===== src/rtl/uart_loader_pkg.sv =====
// Shared types and constants for the UART bootloader.
//   loader_state_e : command FSM states
//   CMD_*          : command opcodes received as the first byte of a command
//   ACK / NAK      : single-byte status replies
package uart_loader_pkg;

    typedef enum logic [2:0] {
        CMD,
        ADDR,
        DATA,
        REQ,
        WAIT,
        RESP
    } loader_state_e;

    localparam logic [7:0] CMD_WRITE = 8'h57;
    localparam logic [7:0] CMD_READ  = 8'h52;
    localparam logic [7:0] CMD_GO    = 8'h47;
    localparam logic [7:0] ACK       = 8'h06;
    localparam logic [7:0] NAK       = 8'h15;

endpackage


===== src/rtl/uart_loader_if.sv =====
// Handshake bundle between the loader, the UART byte streams and the bus host port.
//   rx_*   : received byte stream (valid/ready), loader is the sink
//   tx_*   : response byte stream (valid/ready), loader is the source
//   host_* : single-word bus port, loader issues requests
// modport master : loader side
// modport slave  : UART / bus environment side
interface uart_loader_if;
    logic        rx_valid;
    logic [7:0]  rx_data;
    logic        rx_ready;
    logic        tx_valid;
    logic [7:0]  tx_data;
    logic        tx_ready;
    logic        host_req;
    logic [31:0] host_addr;
    logic        host_we;
    logic [3:0]  host_be;
    logic [31:0] host_wdata;
    logic        host_gnt;
    logic        host_rvalid;
    logic [31:0] host_rdata;

    modport master (
        input  rx_valid, rx_data, tx_ready, host_gnt, host_rvalid, host_rdata,
        output rx_ready, tx_valid, tx_data, host_req, host_addr, host_we, host_be, host_wdata
    );

    modport slave (
        output rx_valid, rx_data, tx_ready, host_gnt, host_rvalid, host_rdata,
        input  rx_ready, tx_valid, tx_data, host_req, host_addr, host_we, host_be, host_wdata
    );
endinterface


===== src/rtl/uart_loader_timer.sv =====
// Loadable down-counter used for both the inter-byte and the bus timeouts.
//   clk_i, rst_ni : clock, async active-low reset
//   load_i        : reload counter with load_val_i (has priority over en_i)
//   load_val_i    : reload value; expiry fires load_val_i+1 enabled cycles later
//   en_i          : count down while high
//   expired_o     : counter is at zero while enabled
module uart_loader_timer #(
    parameter int unsigned Width = 8
) (
    input  logic             clk_i,
    input  logic             rst_ni,
    input  logic             load_i,
    input  logic [Width-1:0] load_val_i,
    input  logic             en_i,
    output logic             expired_o
);
    logic [Width-1:0] cnt_q;

    always_ff @(posedge clk_i or negedge rst_ni) begin
        if (!rst_ni) begin
            cnt_q <= '0;
        end else if (load_i) begin
            cnt_q <= load_val_i;
        end else if (en_i && cnt_q != '0) begin
            cnt_q <= cnt_q - 1'b1;
        end
    end

    assign expired_o = en_i && (cnt_q == '0);
endmodule


===== src/rtl/uart_loader.sv =====
// Byte-protocol bootloader between a UART and a single-word bus host port.
//   clk_i, rst_ni : clock, async active-low reset
//   bus           : rx/tx byte streams and bus host port (master side)
//   core_hold_o   : 1 keeps the core in reset until a GO command is seen
// Commands (fields little-endian): W A0..A3 D0..D3 -> ACK, R A0..A3 -> D0..D3,
// G -> ACK and release core, anything else -> NAK.
module uart_loader
    import uart_loader_pkg::*;
#(
    parameter int unsigned ByteTimeout = 100_000,
    parameter int unsigned BusTimeout  = 1_024
) (
    input  logic          clk_i,
    input  logic          rst_ni,
    uart_loader_if.master bus,
    output logic          core_hold_o
);
    localparam int unsigned MaxTimeout = (ByteTimeout > BusTimeout) ? ByteTimeout : BusTimeout;
    localparam int unsigned TW         = $clog2(MaxTimeout + 1);

    loader_state_e state_q;
    logic [1:0]    idx_q;
    logic [31:0]   addr_q, wdata_q;
    logic [23:0]   rsh_q;      // remaining read-data bytes still to send
    logic [1:0]    rcnt_q;     // bytes left after the one on tx_data
    logic          we_q, req_q, tx_valid_q;
    logic [7:0]    tx_data_q;

    logic          rx_ready, rx_fire, tx_fire, last_byte, to_req;
    logic          tmr_en, tmr_exp;
    logic [TW-1:0] tmr_val;

    assign rx_ready  = (state_q == CMD) || (state_q == ADDR) || (state_q == DATA);
    assign rx_fire   = bus.rx_valid && rx_ready;
    assign tx_fire   = tx_valid_q && bus.tx_ready;
    assign last_byte = (idx_q == 2'd3);
    assign to_req    = rx_fire && last_byte &&
                       ((state_q == ADDR && !we_q) || state_q == DATA);

    // Single timer: every consumed byte reloads it; the byte that moves us into
    // REQ reloads it with the bus budget instead.
    assign tmr_val = to_req ? TW'(BusTimeout - 1) : TW'(ByteTimeout - 1);
    assign tmr_en  = (state_q == ADDR) || (state_q == DATA) ||
                     (state_q == REQ)  || (state_q == WAIT);

    uart_loader_timer #(.Width(TW)) u_timer (
        .clk_i      (clk_i),
        .rst_ni     (rst_ni),
        .load_i     (rx_fire),
        .load_val_i (tmr_val),
        .en_i       (tmr_en),
        .expired_o  (tmr_exp)
    );

    always_ff @(posedge clk_i or negedge rst_ni) begin
        if (!rst_ni) begin
            state_q     <= CMD;
            idx_q       <= '0;
            addr_q      <= '0;
            wdata_q     <= '0;
            rsh_q       <= '0;
            rcnt_q      <= '0;
            we_q        <= 1'b0;
            req_q       <= 1'b0;
            tx_valid_q  <= 1'b0;
            tx_data_q   <= '0;
            core_hold_o <= 1'b1;
        end else begin
            case (state_q)
                CMD: if (rx_fire) begin
                    idx_q  <= '0;
                    rcnt_q <= '0;
                    case (bus.rx_data)
                        CMD_WRITE: begin we_q <= 1'b1; state_q <= ADDR; end
                        CMD_READ:  begin we_q <= 1'b0; state_q <= ADDR; end
                        CMD_GO: begin
                            core_hold_o <= 1'b0;
                            tx_valid_q  <= 1'b1;
                            tx_data_q   <= ACK;
                            state_q     <= RESP;
                        end
                        default: begin
                            tx_valid_q <= 1'b1;
                            tx_data_q  <= NAK;
                            state_q    <= RESP;
                        end
                    endcase
                end
                ADDR: if (rx_fire) begin
                    addr_q[8*idx_q +: 8] <= bus.rx_data;
                    idx_q <= idx_q + 1'b1;
                    if (last_byte) begin
                        state_q <= we_q ? DATA : REQ;
                        req_q   <= !we_q;
                    end
                end else if (tmr_exp) begin
                    addr_q     <= '0;
                    tx_valid_q <= 1'b1;
                    tx_data_q  <= NAK;
                    rcnt_q     <= '0;
                    state_q    <= RESP;
                end
                DATA: if (rx_fire) begin
                    wdata_q[8*idx_q +: 8] <= bus.rx_data;
                    idx_q <= idx_q + 1'b1;
                    if (last_byte) begin
                        state_q <= REQ;
                        req_q   <= 1'b1;
                    end
                end else if (tmr_exp) begin
                    addr_q     <= '0;
                    wdata_q    <= '0;
                    tx_valid_q <= 1'b1;
                    tx_data_q  <= NAK;
                    rcnt_q     <= '0;
                    state_q    <= RESP;
                end
                REQ: if (bus.host_gnt) begin
                    req_q   <= 1'b0;
                    state_q <= WAIT;
                end else if (tmr_exp) begin
                    req_q      <= 1'b0;
                    tx_valid_q <= 1'b1;
                    tx_data_q  <= NAK;
                    rcnt_q     <= '0;
                    state_q    <= RESP;
                end
                WAIT: if (bus.host_rvalid) begin
                    tx_valid_q <= 1'b1;
                    state_q    <= RESP;
                    if (we_q) begin
                        tx_data_q <= ACK;
                        rcnt_q    <= '0;
                    end else begin
                        tx_data_q <= bus.host_rdata[7:0];
                        rsh_q     <= bus.host_rdata[31:8];
                        rcnt_q    <= 2'd3;
                    end
                end else if (tmr_exp) begin
                    tx_valid_q <= 1'b1;
                    tx_data_q  <= NAK;
                    rcnt_q     <= '0;
                    state_q    <= RESP;
                end
                RESP: if (tx_fire) begin
                    if (rcnt_q == '0) begin
                        tx_valid_q <= 1'b0;
                        state_q    <= CMD;
                    end else begin
                        tx_data_q <= rsh_q[7:0];
                        rsh_q     <= {8'h00, rsh_q[23:8]};
                        rcnt_q    <= rcnt_q - 1'b1;
                    end
                end
                default: state_q <= CMD;
            endcase
        end
    end

    assign bus.rx_ready   = rx_ready;
    assign bus.tx_valid   = tx_valid_q;
    assign bus.tx_data    = tx_data_q;
    assign bus.host_req   = req_q;
    assign bus.host_addr  = {addr_q[31:2], 2'b00};
    assign bus.host_we    = we_q;
    assign bus.host_be    = 4'hF;
    assign bus.host_wdata = wdata_q;
endmodule


===== src/flat_wrapper.sv =====
// flat-port wrapper written by rule: the top's interface ports become plain ports
module uart_loader_flat import uart_loader_pkg::*;
#(
    parameter int unsigned ByteTimeout = 100_000,
    parameter int unsigned BusTimeout  = 1_024
)
  (clk_i, rst_ni, core_hold_o, bus_rx_valid, bus_rx_data, bus_tx_ready, bus_host_gnt, bus_host_rvalid, bus_host_rdata, bus_rx_ready, bus_tx_valid, bus_tx_data, bus_host_req, bus_host_addr, bus_host_we, bus_host_be, bus_host_wdata);
  uart_loader_if bus_i ();
  input  logic clk_i;
  input  logic rst_ni;
  output logic core_hold_o;
  input wire logic [$bits(bus_i.rx_valid)-1:0] bus_rx_valid;
  input wire logic [$bits(bus_i.rx_data)-1:0] bus_rx_data;
  input wire logic [$bits(bus_i.tx_ready)-1:0] bus_tx_ready;
  input wire logic [$bits(bus_i.host_gnt)-1:0] bus_host_gnt;
  input wire logic [$bits(bus_i.host_rvalid)-1:0] bus_host_rvalid;
  input wire logic [$bits(bus_i.host_rdata)-1:0] bus_host_rdata;
  output wire logic [$bits(bus_i.rx_ready)-1:0] bus_rx_ready;
  output wire logic [$bits(bus_i.tx_valid)-1:0] bus_tx_valid;
  output wire logic [$bits(bus_i.tx_data)-1:0] bus_tx_data;
  output wire logic [$bits(bus_i.host_req)-1:0] bus_host_req;
  output wire logic [$bits(bus_i.host_addr)-1:0] bus_host_addr;
  output wire logic [$bits(bus_i.host_we)-1:0] bus_host_we;
  output wire logic [$bits(bus_i.host_be)-1:0] bus_host_be;
  output wire logic [$bits(bus_i.host_wdata)-1:0] bus_host_wdata;
  assign bus_i.rx_valid = bus_rx_valid;
  assign bus_i.rx_data = bus_rx_data;
  assign bus_i.tx_ready = bus_tx_ready;
  assign bus_i.host_gnt = bus_host_gnt;
  assign bus_i.host_rvalid = bus_host_rvalid;
  assign bus_i.host_rdata = bus_host_rdata;
  assign bus_rx_ready = bus_i.rx_ready;
  assign bus_tx_valid = bus_i.tx_valid;
  assign bus_tx_data = bus_i.tx_data;
  assign bus_host_req = bus_i.host_req;
  assign bus_host_addr = bus_i.host_addr;
  assign bus_host_we = bus_i.host_we;
  assign bus_host_be = bus_i.host_be;
  assign bus_host_wdata = bus_i.host_wdata;
  uart_loader #(.ByteTimeout(ByteTimeout), .BusTimeout(BusTimeout)) u_core (.clk_i(clk_i), .rst_ni(rst_ni), .bus(bus_i), .core_hold_o(core_hold_o));
endmodule

===== config.mk =====
export PLATFORM = sky130hd
export DESIGN_NAME = uart_loader_flat
export DESIGN_NICKNAME = d
export VERILOG_FILES = /design/src/rtl/uart_loader_pkg.sv /design/src/rtl/uart_loader_if.sv /design/src/rtl/uart_loader_timer.sv /design/src/rtl/uart_loader.sv /design/src/flat_wrapper.sv
export SDC_FILE = /design/constraint.sdc
export NUM_CORES = 1
export LEC_CHECK = 0
export CAP_MARGIN = 20
export CORE_MARGIN = 5
export CORE_UTILIZATION = 47
export CTS_CLUSTER_SIZE = 10
export DETAILED_ROUTE_END_ITERATION = 10
export PLACE_DENSITY_LB_ADDON = 0.1
export SLEW_MARGIN = 20
export SYNTH_ARGS = -nofsm -noshare
export SYNTH_HDL_FRONTEND = slang
export SYNTH_SLANG_ARGS = --single-unit
export TNS_END_PERCENT = 30

===== constraint.sdc =====
create_clock -name clk_i -period 5.8 [get_ports clk_i]
set_input_delay 1.16 -clock clk_i [delete_from_list [all_inputs] [get_ports clk_i]]
set_output_delay 1.16 -clock clk_i [all_outputs]
set_load 0.01 [all_outputs]

==> results of run 1 <==
==> metal layers <==
layer | wire length [µm] | up-vias | share of wire
met5 | 0 | - | 0
met4 | 318 | 0 | 0.018
met3 | 1056 | 26 | 0.059
met2 | 8635 | 183 | 0.48
met1 | 7814 | 2755 | 0.44
li1 | - | 2560 | -
==> cell usage after synthesis (3+ instances only) <==
master	n	area, µm²
a21oi_1	25	125.1
inv_1	20	75.07
nand4_1	7	43.79
nand3_1	14	70.07
nor4_4	4	85.08
nand2_1	80	300.3
and3_1	13	81.33
a31oi_1	23	143.9
a211oi_1	5	37.54
o2bb2ai_1	6	52.55
xor2_1	7	61.31
or4_1	3	22.52
o22ai_1	3	18.77
o21ai_1	6	30.03
and2_1	3	18.77
or3_1	7	43.79
nor3_1	12	60.06
o211ai_1	8	60.06
clkbuf_1	22	82.58
buf_2	16	80.08
a22o_1	47	411.6
ha_1	7	87.58
o21ai_2	3	26.28
nor3b_1	3	22.52
o21ai_0	23	115.1
a32oi_1	5	43.79
nand2b_1	6	37.54
o22a_1	3	26.28
nor2b_1	7	43.79
nor2_1	51	191.4
a22oi_1	9	67.56
dfrtp_1	121	3028
buf_4	9	67.56
a32o_1	3	30.03
mux2i_1	8	80.08
a21o_1	9	67.56
==> critical path, delay by kind of cell <==
| family | cells | cell delay (ps) |
|---|---|---|
| buffers and inverters | 1 | 850 |
| AO/OA/AOI/OAI | 1 | 260 |
| AND/OR/NAND/NOR | 3 | 1930 |
==> registers in the layout, indices dropped and copies added, names as in the netlist, 2 cells and up <==
signal and flops:
u_core.state_q 3, u_core.bus.tx_data 8, u_core.idx_q 2, u_core.u_timer.cnt_q 17
u_core.bus.host_wdata 32, u_core.rcnt_q 2, u_core.rsh_q 24, u_core.addr_q 30
==> stage by stage <==
stage / setup slack (ps) / hold slack (ps)
global route: 1737 / 489.5
floorplan: 3145 / 456.1
global placement: 1777 / 462.9
finish: 1941 / 477.3
detailed placement: 1577 / 466.5
CTS: 2013 / 480.0
==> placed cells by master (no fill, tap or decap), drive strengths merged, types with 7 or more instances in the layout <==
cell type	netlist	layout
dfrtp	121	121
clkdlybuf4s50	0	119
nand2	81	81
nor2	52	52
a22o	47	47
o21ai	33	33
a21oi	25	25
a31oi	23	23
clkbuf	22	22
inv	20	21
nand3	14	14
and3	13	13
nor3	12	12
a22oi	9	9
a21o	9	9
o211ai	8	8
mux2i	8	8
or3	8	8
xor2	7	7
nand4	7	7
nor2b	7	7
ha	7	7
nor4	7	7
==> power by group <==
| part | switching [mW] | leakage (nW) | internal, mW | total (mW) |
|---|---|---|---|---|
| Combinational | 0.820 | 1.75 | 0.732 | 1.55 |
| Clock | 0.394 | 0.309 | 0.732 | 1.13 |
| Sequential | 0.219 | 1.50 | 1.13 | 1.35 |
| Total | 1.43 | 3.56 | 2.60 | 4.03 |
==> logic make-up after synthesis <==
| logic type | after synthesis | synth area share |
|---|---|---|
| simple gates | 231 | 0.1923 |
| other cells | 2 | 0.001191 |
| flops | 122 | 0.4845 |
| buf+inv | 68 | 0.04903 |
| xor+xnor | 8 | 0.01112 |
| compound gates | 197 | 0.2301 |
| fa+ha+maj | 8 | 0.01548 |
| mux | 10 | 0.01628 |
==> cell type report <==
cell class	count	area, µm²
clock inverter	10	137.6
inverter	21	78.83
multi-input combinational	460	2958
tap	176	220.2
sequential	122	3054
fill	1102	5007
timing repair buffer	125	1240
clock buffer	22	494.2
==> worst max path at each step <==
stage,start,depth (start not counted),to
6_report,bus_rx_valid,5,u_core.bus.host_wdata[4]
5_1_grt,bus_rx_valid,5,u_core.bus.host_wdata[4]
4_1_cts,bus_rx_valid,5,u_core.bus.host_wdata[4]
3_5_place_dp,bus_rx_valid,5,u_core.bus.host_wdata[4]
3_3_place_gp,bus_rx_valid,5,u_core.bus.host_wdata[0]
2_1_floorplan,bus_rx_data[5],6,u_core.bus.tx_data[0]
==> reports/results.txt, run 1 <==
CTS tree - done
Crit-path slowest cell - clkdlybuf4s50_1
CP peak stage delay - 850 ps
Nets - 800
die width - 125.8 µm
PortBufs - 120
All-Layer GR Usage - 0.2252
Clk Tree Root Cell - clkbuf_16
initial antenna violation count - 0
core area - 13190 µm²
clock tree buffer depth - 2
Period minus WS final - 3859 ps
Ys Warns - 0
number of global-route vias before repair - 5585
P&R area growth vs syn - 29.81%
die area - 15830 µm²
Worst Path Max Fanout - 18
total power - 4.030 mW
crit end category - register
setup_tns - 0 ps
CTS hold repair buffers - 0
CTS resizes - 0
row cnt - 42
Crit Path Category - input port to register
worst reg-to-reg setup slack - 2680 ps
worst skew pair latency - 430 ps
worst hold path startpoint - u_core.bus.host_wdata[20]
die height - 125.8 µm
Setup-failing EPs final - 0
# H-tree levels - 4
routed vias/inst - 5.902
Post-CTS Setup Repair Bufs - 0
Final period util - 0.6653
met2 usage - 0.3619
post-DP HPWL - 12240 µm
highest clock rate - 259.2 MHz
sequential fraction of the synthesis area - 0.4845
first-pass GRT wire length - 28750 µm
Post-Syn Instances - 646
Max-Cap Viols - 0
layout cells sized above 1 - 0.08289
M3 GR Usage - 0.05673
TritonCTS Sinks - 122
LEAKAGE - 3.557 nW
Antenna Cells - 0
RSZ-0062 raised after global routing - no
GRT overflow - 0
status - finished clean
Initial DRT Pass Iterations - 5
WL/cell - 19.04 µm
number of synthesized register bits - 122
CP Cell Sequence - clkdlybuf4s50_1 > nor2b_1 > nand2_1 > nor4_2 > a22o_1
Required @ worst endpoint - 6160 ps
Hold WC Path Type - register to register
largest net degree at the start of global routing - 80
async set or reset register ratio after synthesis - 1.000
ys flop type - dfrtp_1
final hold vios - 0
Cell Area, Synth - 6304 µm²
clock skew - 14.38 ps
top-level I/O count - 127
drc violations - 0
total routed wirelength - 17830 µm
M1 GR Usage - 0.2979
power per standard cell area - 492.5 nW/µm²
Avg Inst Size Synth - 9.758 µm²
post-layout util - 0.6204
# placed instances - 904
Max VDD drop - 259.6 µV
DP Area - 7547 µm²
gr busiest metal - met2
initial core utilization - 0.4779
Routed Antenna Nets - 0
Yosys cell types - 70
Reg-to-Reg End - u_core.rsh_q[14]
Finished Cell Area - 8183 µm²
r2r startpoint - u_core.state_q[2]
CTS clock-pin slew for the worst setup and hold paths - 50 ps
fin. max-slew vios - 0
CP Launch Type - input port
TritonCTS buffer count - 17
Routability Congestion - 0.8676
WHS Path Cells - 1
hold path endpoint - u_core.bus.host_wdata[20]
worst-margin pin slew - 1014 ps
max-slew headroom at the worst pin - 0.3243
initial DRC count - 486
DR vias - 5524
final cell count without fillers - 936
Reg2Reg Depth - 6
EDFF count, synth - 0
CP Data Arrival Time - 4220 ps
No activity file was read; power rests on OpenSTA's default activity.
==> run 2: changes to the inputs <==
==> constraint.sdc (replaced) <==
create_clock -name clk_i -period 3.5 [get_ports clk_i]
set_input_delay 0.7 -clock clk_i [delete_from_list [all_inputs] [get_ports clk_i]]
set_output_delay 0.7 -clock clk_i [all_outputs]
set_load 0.01 [all_outputs]
==> run 2 against run 1 <==
Effect of this change: via count grew 0.81%; hold slack worse by 130 ps; cell count grew 1.5%; critical endpoint is now u_core.bus.tx_data[1]; die area is the same; combinational power up 70%; highest routed layer unchanged; clock power increased by 44%.
==> reports/results.txt, run 2 (synthesis gave the netlist of run 1 again) <==
routed vias/inst - 5.862
Routed Antenna Nets - 0
Clk Tree Root Cell - clkbuf_16
Crit Path Category - register to register
crit path setup slack, layout - 767.5 ps
crit-path leading delay family - simple AND/OR/NAND/NOR gates
CP Launch Type - register
setup_tns - 0 ps
# H-tree levels - 4
CP peak stage delay - 680 ps
Pint - 4.139 mW
worst-margin pin slew - 850.9 ps
Final period util - 0.7807
crit end category - register
Setup-failing EPs final - 0
Comb power frac - 0.405
clock skew - 7.224 ps
crit path buf inv count - 0
die height - 125.8 µm
drc violations - 0
Clock power frac - 0.250
largest net degree at the start of global routing - 66
Period minus WS final - 2732 ps
Max-Cap Viols - 0
Hold WC Path Type - input port to async pin
number of flip-flops under the largest register name - 32
Initial DRT Pass Iterations - 7
post-place setup slack - 520.8 ps
worst skew pair latency - 410 ps
WL/cell - 18.91 µm
FF+latch area - 3054 µm²
row cnt - 42
TritonCTS Sinks - 122
r2r startpoint - u_core.u_timer.cnt_q[12]
DR vias - 5569
CP Cell Sequence - nor3_1 > nand3_1 > nor2_1 > o21ai_1 > a32o_1
final hold vios - 0
Max VDD drop - 383.3 µV
Worst Path Max Fanout - 11
Routability Congestion - 0.8810
first-pass GRT wire length - 29060 µm
post-DP HPWL - 12570 µm
PortBufs - 120
P&R area growth vs syn - 30.65%
CP Data Arrival Time - 3030 ps
Required @ worst endpoint - 3800 ps
CTS resizes - 0
initial antenna violation count - 0
TritonCTS buffer count - 17
commonest non-fill, non-tap cell in the layout - dfrtp_1
fin. max-slew vios - 0
Crit-path slowest cell - nor2_1
total power - 6.500 mW
final hold slack - 350.7 ps
All-Layer GR Usage - 0.2257
CTS clock-pin slew for the worst setup and hold paths - 60 ps
GRT overflow - 0
CTS hold repair buffers - 0
post-layout util - 0.6244
initial core utilization - 0.4779
Antenna Cells - 0
switching power - 2.361 mW
highest clock rate - 366.0 MHz
multi-input logic area - 2958 µm²
Post-CTS Setup Repair Bufs - 0
total routed wirelength - 17970 µm
CTS tree - done
layout cells sized above 1 - 0.09948
RSZ-0062 raised after global routing - no
die area - 15830 µm²
clock tree buffer depth - 2
top-level I/O count - 127
Nets - 818
Fillers - 1144
core area - 13190 µm²
LEAKAGE - 3.606 nW
power per standard cell area - 789.2 nW/µm²
number of global-route vias before repair - 5519
die width - 125.8 µm
initial DRC count - 381
CP Launch Point - u_core.u_timer.cnt_q[12]
status - finished clean
leading cell types in the layout, fill and taps excluded - 121 x dfrtp_1, 119 x clkdlybuf4s50_1, 80 x nand2_1
Sequential Power Share - 0.345
max-slew headroom at the worst pin - 0.4306
switch share - 0.3632
-- run 2: changes by cell type in the layout (fill, tap and decap cells not counted), sizes merged --
cell | previous run | this run
inv | 21 | 20
buf | 6 | 24
clkbuf | 22 | 20
bufinv | 3 | 1
clkinv | 5 | 6
-- run 2: power by group through the flow --
stage	Clock [mW]	Combinational (mW)	Sequential [mW]
2_1_floorplan	0	1.49	2.27
3_3_place_gp	0	2.56	2.24
3_5_place_dp	0	2.61	2.25
4_1_cts	1.64	2.63	2.24
5_1_grt	1.72	2.87	2.30
6_report	1.63	2.63	2.24
-- run 2: final timing paths --
check                                            endpoint  slack (ps)  cells after the start
worst max-delay path                u_core.bus.tx_data[1]         770                      5
worst min-delay path              u_core.u_timer.cnt_q[9]         350                      1
worst max register to register      u_core.bus.tx_data[1]         770                      5
worst min register to register         u_core.core_hold_o         460                      1
max in group asynchronous       u_core.bus.host_wdata[29]        2340                      2
min in group clk_i                     u_core.core_hold_o         460                      1
-- run 2: worst register-to-register path, delay by kind of cell, from the launching register on --
kind / cells / cell delay [ps]
and+or+nand+nor: 3 / 1590
AOI/OAI and AO/OA: 2 / 600
DFF: 1 / 420
-- run 2: metal layers --
metal,track usage,vias to the layer above,share of wire
met5,0,-,0
met4,0.08454,0,0.019
met3,0.05377,32,0.067
met2,0.3562,239,0.48
met1,0.3046,2692,0.43
li1,-,2606,-
-- run 2: cell type report --
cell class,count,area share
Multi-Input combinational cell,460,0.3592
Sequential cell,122,0.3709
Inverter,21,0.009572
Timing Repair Buffer,143,0.1680
Tap cell,176,0.02674
Clock inverter,8,0.008964
Clock buffer,20,0.05667
-- run 2: metrics by stage --
step	std cells	cell area (µm²)
final	950	8235
after global routing	950	8235
after CTS	950	8235
after detailed placement	922	7695
after global placement	922	7695
after floorplan	650	6319
